### src/rtl/uart_rx_os.sv
`default_nettype none
// ============================================================================
// Module   : uart_rx_os
// Purpose  : Oversampling UART receiver. Recovers frames from the async line
//            RX_IN using an external oversample tick (baud x OVERSAMPLE).
//            Start-bit glitch reject, one-cycle valid strobe, held parity /
//            stop error flags and line-break detection.
// Ports    : RX_CLK            system clock, rising edge
//            RX_RST            asynchronous active-high reset
//            RX_TICK           oversample enable, one RX_CLK cycle wide
//            RX_IN             async serial line, idle high
//            RX_DATA           data of the last frame without a stop error
//            RX_VALID          one-cycle strobe at frame end
//            PARITY_BIT_ERROR  parity result of the last frame
//            STOP_BIT_ERROR    stop result of the last frame
//            RX_BREAK          high while the line stays low after a stop error
//            RX_BUSY           high whenever the FSM is not idle
// Options  : UART_RX_MAJORITY_VOTE_EN - 2-of-3 majority vote around mid-bit
//            for every bit (start, data, parity, stop).
// Revision : 1.0 - initial release
// ============================================================================
module uart_rx_os #(
    parameter int DATA_WIDTH  = 8,   // 5..9 data bits, LSB first
    parameter int OVERSAMPLE  = 16,  // ticks per bit, even, >= 8
    parameter int PARITY_MODE = 1,   // 0 none, 1 even, 2 odd
    parameter int STOP_BITS   = 1    // 1 or 2
) (
    input  logic                  RX_CLK,
    input  logic                  RX_RST,
    input  logic                  RX_TICK,
    input  logic                  RX_IN,
    output logic [DATA_WIDTH-1:0] RX_DATA,
    output logic                  RX_VALID,
    output logic                  PARITY_BIT_ERROR,
    output logic                  STOP_BIT_ERROR,
    output logic                  RX_BREAK,
    output logic                  RX_BUSY
);

    localparam int c_TW = $clog2(OVERSAMPLE);
    localparam int c_BW = $clog2(DATA_WIDTH + 1);

    localparam logic [c_TW-1:0] c_CNT_MAX = c_TW'(OVERSAMPLE - 1);

    // Decision tick inside the start bit. With voting the decision moves to
    // the last of the three vote ticks; the counter is cleared there, so all
    // following bits decide at c_CNT_MAX, exactly one bit period later.
`ifdef UART_RX_MAJORITY_VOTE_EN
    localparam logic [c_TW-1:0] c_START_DEC = c_TW'(OVERSAMPLE / 2);
`else
    localparam logic [c_TW-1:0] c_START_DEC = c_TW'(OVERSAMPLE / 2 - 1);
`endif
    localparam logic [c_TW-1:0] c_BIT_DEC   = c_CNT_MAX;

    localparam logic [c_BW-1:0] c_LAST_DATA = c_BW'(DATA_WIDTH - 1);
    localparam logic [c_BW-1:0] c_LAST_STOP = c_BW'(STOP_BITS - 1);
    localparam logic            c_HAS_PAR   = (PARITY_MODE != 0);
    localparam logic            c_ODD       = (PARITY_MODE == 2);

    typedef enum logic [2:0] {
        S_IDLE   = 3'd0,
        S_START  = 3'd1,
        S_DATA   = 3'd2,
        S_PARITY = 3'd3,
        S_STOP   = 3'd4,
        S_BREAK  = 3'd5
    } state_t;

    // ------------------------------------------------------------------
    // Registers
    // ------------------------------------------------------------------
    logic                  r_sync1;
    logic                  r_sync2;
    state_t                r_state;
    logic [c_TW-1:0]       r_tick_cnt;
    logic [c_BW-1:0]       r_bit_cnt;
    logic [DATA_WIDTH-1:0] r_shift;
    logic                  r_par_pend;   // parity result of the frame in flight
    logic                  r_stop_acc;   // stop error seen in an earlier stop bit
    logic [DATA_WIDTH-1:0] r_data;
    logic                  r_valid;
    logic                  r_perr;
    logic                  r_serr;

    // ------------------------------------------------------------------
    // Next-state / datapath wires
    // ------------------------------------------------------------------
    state_t                w_state_n;
    logic [c_TW-1:0]       w_tick_cnt_n;
    logic [c_BW-1:0]       w_bit_cnt_n;
    logic [DATA_WIDTH-1:0] w_shift_n;
    logic                  w_par_pend_n;
    logic                  w_stop_acc_n;
    logic [DATA_WIDTH-1:0] w_data_n;
    logic                  w_valid_n;
    logic                  w_perr_n;
    logic                  w_serr_n;

    logic                  w_rxs;
    logic                  w_bit;
    logic [c_TW-1:0]       w_cnt_inc;
    logic [c_TW-1:0]       w_dec_pt;
    logic                  w_at_dec;
    logic                  w_serr_now;

    assign w_rxs     = r_sync2;
    assign w_cnt_inc = (r_tick_cnt == c_CNT_MAX) ? '0 : r_tick_cnt + c_TW'(1);
    assign w_dec_pt  = (r_state == S_START) ? c_START_DEC : c_BIT_DEC;
    assign w_at_dec  = RX_TICK && (r_tick_cnt == w_dec_pt);
    assign w_serr_now = r_stop_acc | ~w_bit;

    // ------------------------------------------------------------------
    // Two-flop synchroniser, reset to the idle line level
    // ------------------------------------------------------------------
    always_ff @(posedge RX_CLK or posedge RX_RST) begin
        if (RX_RST) begin
            r_sync1 <= 1'b1;
            r_sync2 <= 1'b1;
        end else begin
            r_sync1 <= RX_IN;
            r_sync2 <= r_sync1;
        end
    end

    // ------------------------------------------------------------------
    // Bit decision: single mid-bit sample or 2-of-3 vote
    // ------------------------------------------------------------------
`ifdef UART_RX_MAJORITY_VOTE_EN
    logic r_vote0;
    logic r_vote1;

    // Capture the two samples preceding the decision tick; the third vote
    // is the live synchronised value on the decision tick itself.
    always_ff @(posedge RX_CLK or posedge RX_RST) begin
        if (RX_RST) begin
            r_vote0 <= 1'b1;
            r_vote1 <= 1'b1;
        end else if (RX_TICK) begin
            if (r_tick_cnt == w_dec_pt - c_TW'(2)) begin
                r_vote0 <= w_rxs;
            end
            if (r_tick_cnt == w_dec_pt - c_TW'(1)) begin
                r_vote1 <= w_rxs;
            end
        end
    end

    assign w_bit = (r_vote0 & r_vote1) | (r_vote0 & w_rxs) | (r_vote1 & w_rxs);
`else
    assign w_bit = w_rxs;
`endif

    // ------------------------------------------------------------------
    // FSM and datapath registers
    // ------------------------------------------------------------------
    always_ff @(posedge RX_CLK or posedge RX_RST) begin
        if (RX_RST) begin
            r_state    <= S_IDLE;
            r_tick_cnt <= '0;
            r_bit_cnt  <= '0;
            r_shift    <= '0;
            r_par_pend <= 1'b0;
            r_stop_acc <= 1'b0;
            r_data     <= '0;
            r_valid    <= 1'b0;
            r_perr     <= 1'b0;
            r_serr     <= 1'b0;
        end else begin
            r_state    <= w_state_n;
            r_tick_cnt <= w_tick_cnt_n;
            r_bit_cnt  <= w_bit_cnt_n;
            r_shift    <= w_shift_n;
            r_par_pend <= w_par_pend_n;
            r_stop_acc <= w_stop_acc_n;
            r_data     <= w_data_n;
            r_valid    <= w_valid_n;
            r_perr     <= w_perr_n;
            r_serr     <= w_serr_n;
        end
    end

    // ------------------------------------------------------------------
    // FSM next-state and datapath logic
    // ------------------------------------------------------------------
    always_comb begin
        w_state_n    = r_state;
        w_tick_cnt_n = r_tick_cnt;
        w_bit_cnt_n  = r_bit_cnt;
        w_shift_n    = r_shift;
        w_par_pend_n = r_par_pend;
        w_stop_acc_n = r_stop_acc;
        w_data_n     = r_data;
        w_valid_n    = 1'b0;
        w_perr_n     = r_perr;
        w_serr_n     = r_serr;

        case (r_state)
            S_IDLE: begin
                if (RX_TICK && !w_rxs) begin
                    w_state_n    = S_START;
                    w_tick_cnt_n = '0;
                end
            end

            S_START: begin
                if (RX_TICK) begin
                    if (w_at_dec) begin
                        // Clearing here puts every later decision one full
                        // bit period on, i.e. at mid-bit.
                        w_tick_cnt_n = '0;
                        if (w_bit) begin
                            w_state_n = S_IDLE;      // false start
                        end else begin
                            w_state_n    = S_DATA;
                            w_bit_cnt_n  = '0;
                            w_par_pend_n = 1'b0;
                        end
                    end else begin
                        w_tick_cnt_n = w_cnt_inc;
                    end
                end
            end

            S_DATA: begin
                if (RX_TICK) begin
                    w_tick_cnt_n = w_cnt_inc;
                    if (w_at_dec) begin
                        w_shift_n = {w_bit, r_shift[DATA_WIDTH-1:1]};
                        if (r_bit_cnt == c_LAST_DATA) begin
                            w_bit_cnt_n  = '0;
                            w_stop_acc_n = 1'b0;
                            w_state_n    = c_HAS_PAR ? S_PARITY : S_STOP;
                        end else begin
                            w_bit_cnt_n = r_bit_cnt + c_BW'(1);
                        end
                    end
                end
            end

            S_PARITY: begin
                if (RX_TICK) begin
                    w_tick_cnt_n = w_cnt_inc;
                    if (w_at_dec) begin
                        w_par_pend_n = ((^r_shift) ^ w_bit) != c_ODD;
                        w_state_n    = S_STOP;
                    end
                end
            end

            S_STOP: begin
                if (RX_TICK) begin
                    w_tick_cnt_n = w_cnt_inc;
                    if (w_at_dec) begin
                        if (r_bit_cnt == c_LAST_STOP) begin
                            // Frame end: results become visible next cycle.
                            w_valid_n    = 1'b1;
                            w_perr_n     = r_par_pend;
                            w_serr_n     = w_serr_now;
                            w_bit_cnt_n  = '0;
                            w_tick_cnt_n = '0;
                            w_stop_acc_n = 1'b0;
                            if (!w_serr_now) begin
                                w_data_n = r_shift;
                            end
                            w_state_n = (w_serr_now && !w_rxs) ? S_BREAK : S_IDLE;
                        end else begin
                            w_stop_acc_n = w_serr_now;
                            w_bit_cnt_n  = r_bit_cnt + c_BW'(1);
                        end
                    end
                end
            end

            S_BREAK: begin
                if (RX_TICK && w_rxs) begin
                    w_state_n = S_IDLE;
                end
            end

            default: begin
                w_state_n = S_IDLE;
            end
        endcase
    end

    // ------------------------------------------------------------------
    // Outputs
    // ------------------------------------------------------------------
    assign RX_DATA          = r_data;
    assign RX_VALID         = r_valid;
    assign PARITY_BIT_ERROR = r_perr;
    assign STOP_BIT_ERROR   = r_serr;
    assign RX_BREAK         = (r_state == S_BREAK);
    assign RX_BUSY          = (r_state != S_IDLE);

endmodule
`default_nettype wire

### config.mk
export PLATFORM = sky130hd
export DESIGN_NAME = uart_rx_os
export DESIGN_NICKNAME = d
export VERILOG_FILES = /design/src/rtl/uart_rx_os.sv
export SDC_FILE = /design/constraint.sdc
export NUM_CORES = 1
export LEC_CHECK = 0
export CAP_MARGIN = 15
export CORE_MARGIN = 3
export CORE_UTILIZATION = 53
export CTS_CLUSTER_SIZE = 16
export DETAILED_ROUTE_END_ITERATION = 8
export GPL_ROUTABILITY_DRIVEN = 0
export GPL_TIMING_DRIVEN = 0
export PLACE_DENSITY = 0.75
export SYNTH_ARGS = -nofsm -noshare
export SYNTH_HDL_FRONTEND = slang
export SYNTH_SLANG_ARGS = --single-unit
### constraint.sdc
create_clock -name RX_CLK -period 3.5 [get_ports RX_CLK]
set_clock_uncertainty 0.15 [all_clocks]
set_input_delay 0.525 -clock RX_CLK [delete_from_list [all_inputs] [get_ports RX_CLK]]
set_output_delay 0.525 -clock RX_CLK [all_outputs]
set_load 0.03 [all_outputs]
==> impl_metrics.tcl <==
set metrics [dict create \
    critPathRequiredTime_ps 2820 \
    portBuffers 16 \
    drive_above_1_share_pct 20.3 \
    grt_max_degree 26 \
    yosys_warnings 0 \
    core_um2 3100 \
    tightest_slew_ps 454 \
    clk_pin_slew_worst_paths_ps 110 \
    seq_area_um2 853 \
    numCtsBuffers 5 \
    crit_path_end_kind "output pin" \
    syn_area_per_cell_um2 11.2 \
    die_area_um2 4040 \
    drtIter0Drc 152 \
    ys_seq_elements 34 \
    clock_latency_ps 340 \
    p_comb_share_pct 29.4 \
    cp_data_arrival_time_ps 1880 \
    grt_usage_pct 18.1 \
    finalWirelength_um 3340 \
    post-place-ws_ps 780 \
    postCtsHoldBufs 0 \
    core.rowCount 20 \
    die_x_um 63.5 \
    ir_worst_vdd_uv 441 \
    num_io_pins 17 \
    post-route-period-util_pct 72.9 \
    min_path_cells 0 \
    syn_area_um2 1750 \
    worst_slack_ps 950 \
    setup_viol 0 \
    power_frac_seq_pct 39.9 \
    syn_to_final_growth_pct 20.2 \
    crit_slowest_cell "clkdlybuf4s50_1" \
    synth-async-reset-ratio_pct 100 \
    path_cells "buf_2 -> nor3b_1 -> clkdlybuf4s50_1" \
    critPathMaxFanout 10 \
    nNetsFinal 188 \
    drv_slew 0 \
    total_power_mw 1.22 \
    overflow 0 \
    power.switching_uw 389 \
    initial_core_util_pct 56.5 \
    post_cts_buffers 0 \
    cap_violations 0 \
    synth-edff-count 0 \
    internal_power_uw 826 \
    maxSlewHeadroom_pct 69.7 \
    cts_tree "done" \
    dp_hpwl_um 2470 \
    ys_seq_area_share_pct 48.6 \
    ctsHtreeMaxLevel 2 \
    num_antenna_cells 0 \
    dr.pass1.iters 4 \
    ant_nets 0 \
    multi_input_area_um2 826 \
    hold_path_class "reg2reg" \
    syn-instance-count 157 \
    cts_root_buffer "clkbuf_4" \
    synth-main-ff-cell "dfrtp_1" \
    cts-resized-gates 0 \
    n_fill_cell 256 \
    critical_path_class "reg2out" \
    final_common_cell "dfrtp_1" \
    clockBufferDepth 2 \
    final.setup.tns_ps 0 \
    final_cell_mix "32 x dfrtp_1, 16 x clkdlybuf4s50_1, 10 x nand2_1, 10 x o21ai_0" \
    hold_viol_final 0 \
    slowest_delay_ps 690 \
    start_kind "flop" \
    period_minus_slack_ps 2550 \
    fp.dieH_um 63.5 \
    rsz0062_at_grt "false" \
    p_per_area_nw_per_um2 577 \
    grt_pass1_wl_um 5720 \
    drc 0 \
    cts.sinks 34 \
    antenna_found_initial 0 \
    vias_per_cell 5.62 \
    reg2reg_depth 7 \
    grt_pass1_vias 1256 \
    num_vias 1270 \
    synth_nets 164 \
    p_leak_nw 0.973 \
    wl_per_cell_um 14.8 \
    swShare_pct 32.0 \
    yosysUniqueCellTypes 42 \
    fmax_mhz 392 \
    clkPwrFrac_pct 30.7 \
    status "finished clean" \
    fin_hold_ws_ps 217 \
]
[cells by family (layout without fill, tap and decap cells)]
family	count (synthesis)	in the layout	share of synthesized area, %
multiplexers	19	19	13.8
AO/OA/AOI/OAI	33	33	13.3
AND/OR/NAND/NOR	44	44	12.9
buffers and inverters	14	39	4.28
flip-flops	34	34	48.6
adder cells (fa/ha/maj)	3	3	2.14
XOR/XNOR	10	10	4.99
[final cells by class]
type                       instances  share of cell area, %
sequential                        34                   40.5
timing repair buffer              17                   8.90
multi-input combinational        109                   39.2
buffer                             8                   2.49
clock inverter                     2                   2.85
inverter                           6                   1.07
clock buffer                       6                   2.43
tap                               44                   2.61
[Yosys cell counts (2+ instances only)]
master,count,share of area (%)
buf_2,3,0.86
nor2_1,9,1.9
mux2i_1,2,1.1
a21oi_1,2,0.57
clkbuf_1,2,0.43
ha_1,3,2.1
o21a_1,2,0.86
nand2_1,10,2.1
xnor2_1,8,4.0
nor2b_1,3,1.1
dfstp_2,2,3.0
xor2_1,2,1.0
o21ai_0,10,2.9
mux2_4,8,6.8
mux2_2,9,5.8
dfrtp_1,32,46
nor3_1,5,1.4
o41ai_1,2,1.0
a41oi_1,2,1.0
inv_1,6,1.3
a31oi_1,2,0.71
a22o_1,2,1.0
and3_1,2,0.71
buf_6,2,1.3
nand3_1,8,2.3
o211ai_1,3,1.3
[power groups by stage]
stage	logic (mW)	registers [mW]	clock network (mW)
2_1_floorplan	0.277	0.480	0
3_3_place_gp	0.334	0.487	0
3_5_place_dp	0.355	0.491	0
4_1_cts	0.358	0.484	0.379
5_1_grt	0.406	0.490	0.401
6_report	0.357	0.485	0.374
[sequential cells by signal, summed over array words and instances (netlist names)]
| register | count |
|---|---|
| RX_DATA | 8 |
| r_shift | 8 |
| r_bit_cnt | 4 |
| r_tick_cnt | 4 |
| r_state | 3 |
| PARITY_BIT_ERROR | 1 |
| RX_VALID | 1 |
| STOP_BIT_ERROR | 1 |
| r_par_pend | 1 |
| r_stop_acc | 1 |
| r_sync1 | 1 |
| r_sync2 | 1 |
[per-stage QoR]
stage | util (%) | instance area [µm²] | instances
finish | 67.9 | 2110 | 226
global route | 67.9 | 2110 | 226
CTS | 67.9 | 2110 | 226
detailed placement | 64.4 | 2000 | 218
global placement | 63.5 | 1970 | 217
floorplan | - | 1750 | 157
[worst max-delay path: cells and delay by family, from the launching register on]
family                 cells  cell delay, ps
flip-flops                 1             450
buffers and inverters      2             890
AND/OR/NAND/NOR            1             200
[per-layer routing]
layer  vias up  global-route usage (%)  wire (µm)
met5         -                       0          0
met4         0                    5.39         37
met3         5                    6.24        143
met2        24                    30.4       1710
met1       628                    21.8       1440
li1        613                       -          -
[worst paths after layout]
path,to,slack [ps],from
min in group asynchronous,r_state[0],340,RX_RST
worst min-delay path,r_sync2,220,r_sync1
worst max register to register,RX_DATA[1],1120,r_tick_cnt[0]
max in group asynchronous,RX_DATA[0],2380,RX_RST
worst min register to register,r_sync2,220,r_sync1
worst max-delay path,RX_BREAK,950,r_state[1]
Note: power is estimated with default switching activity, not from simulation.
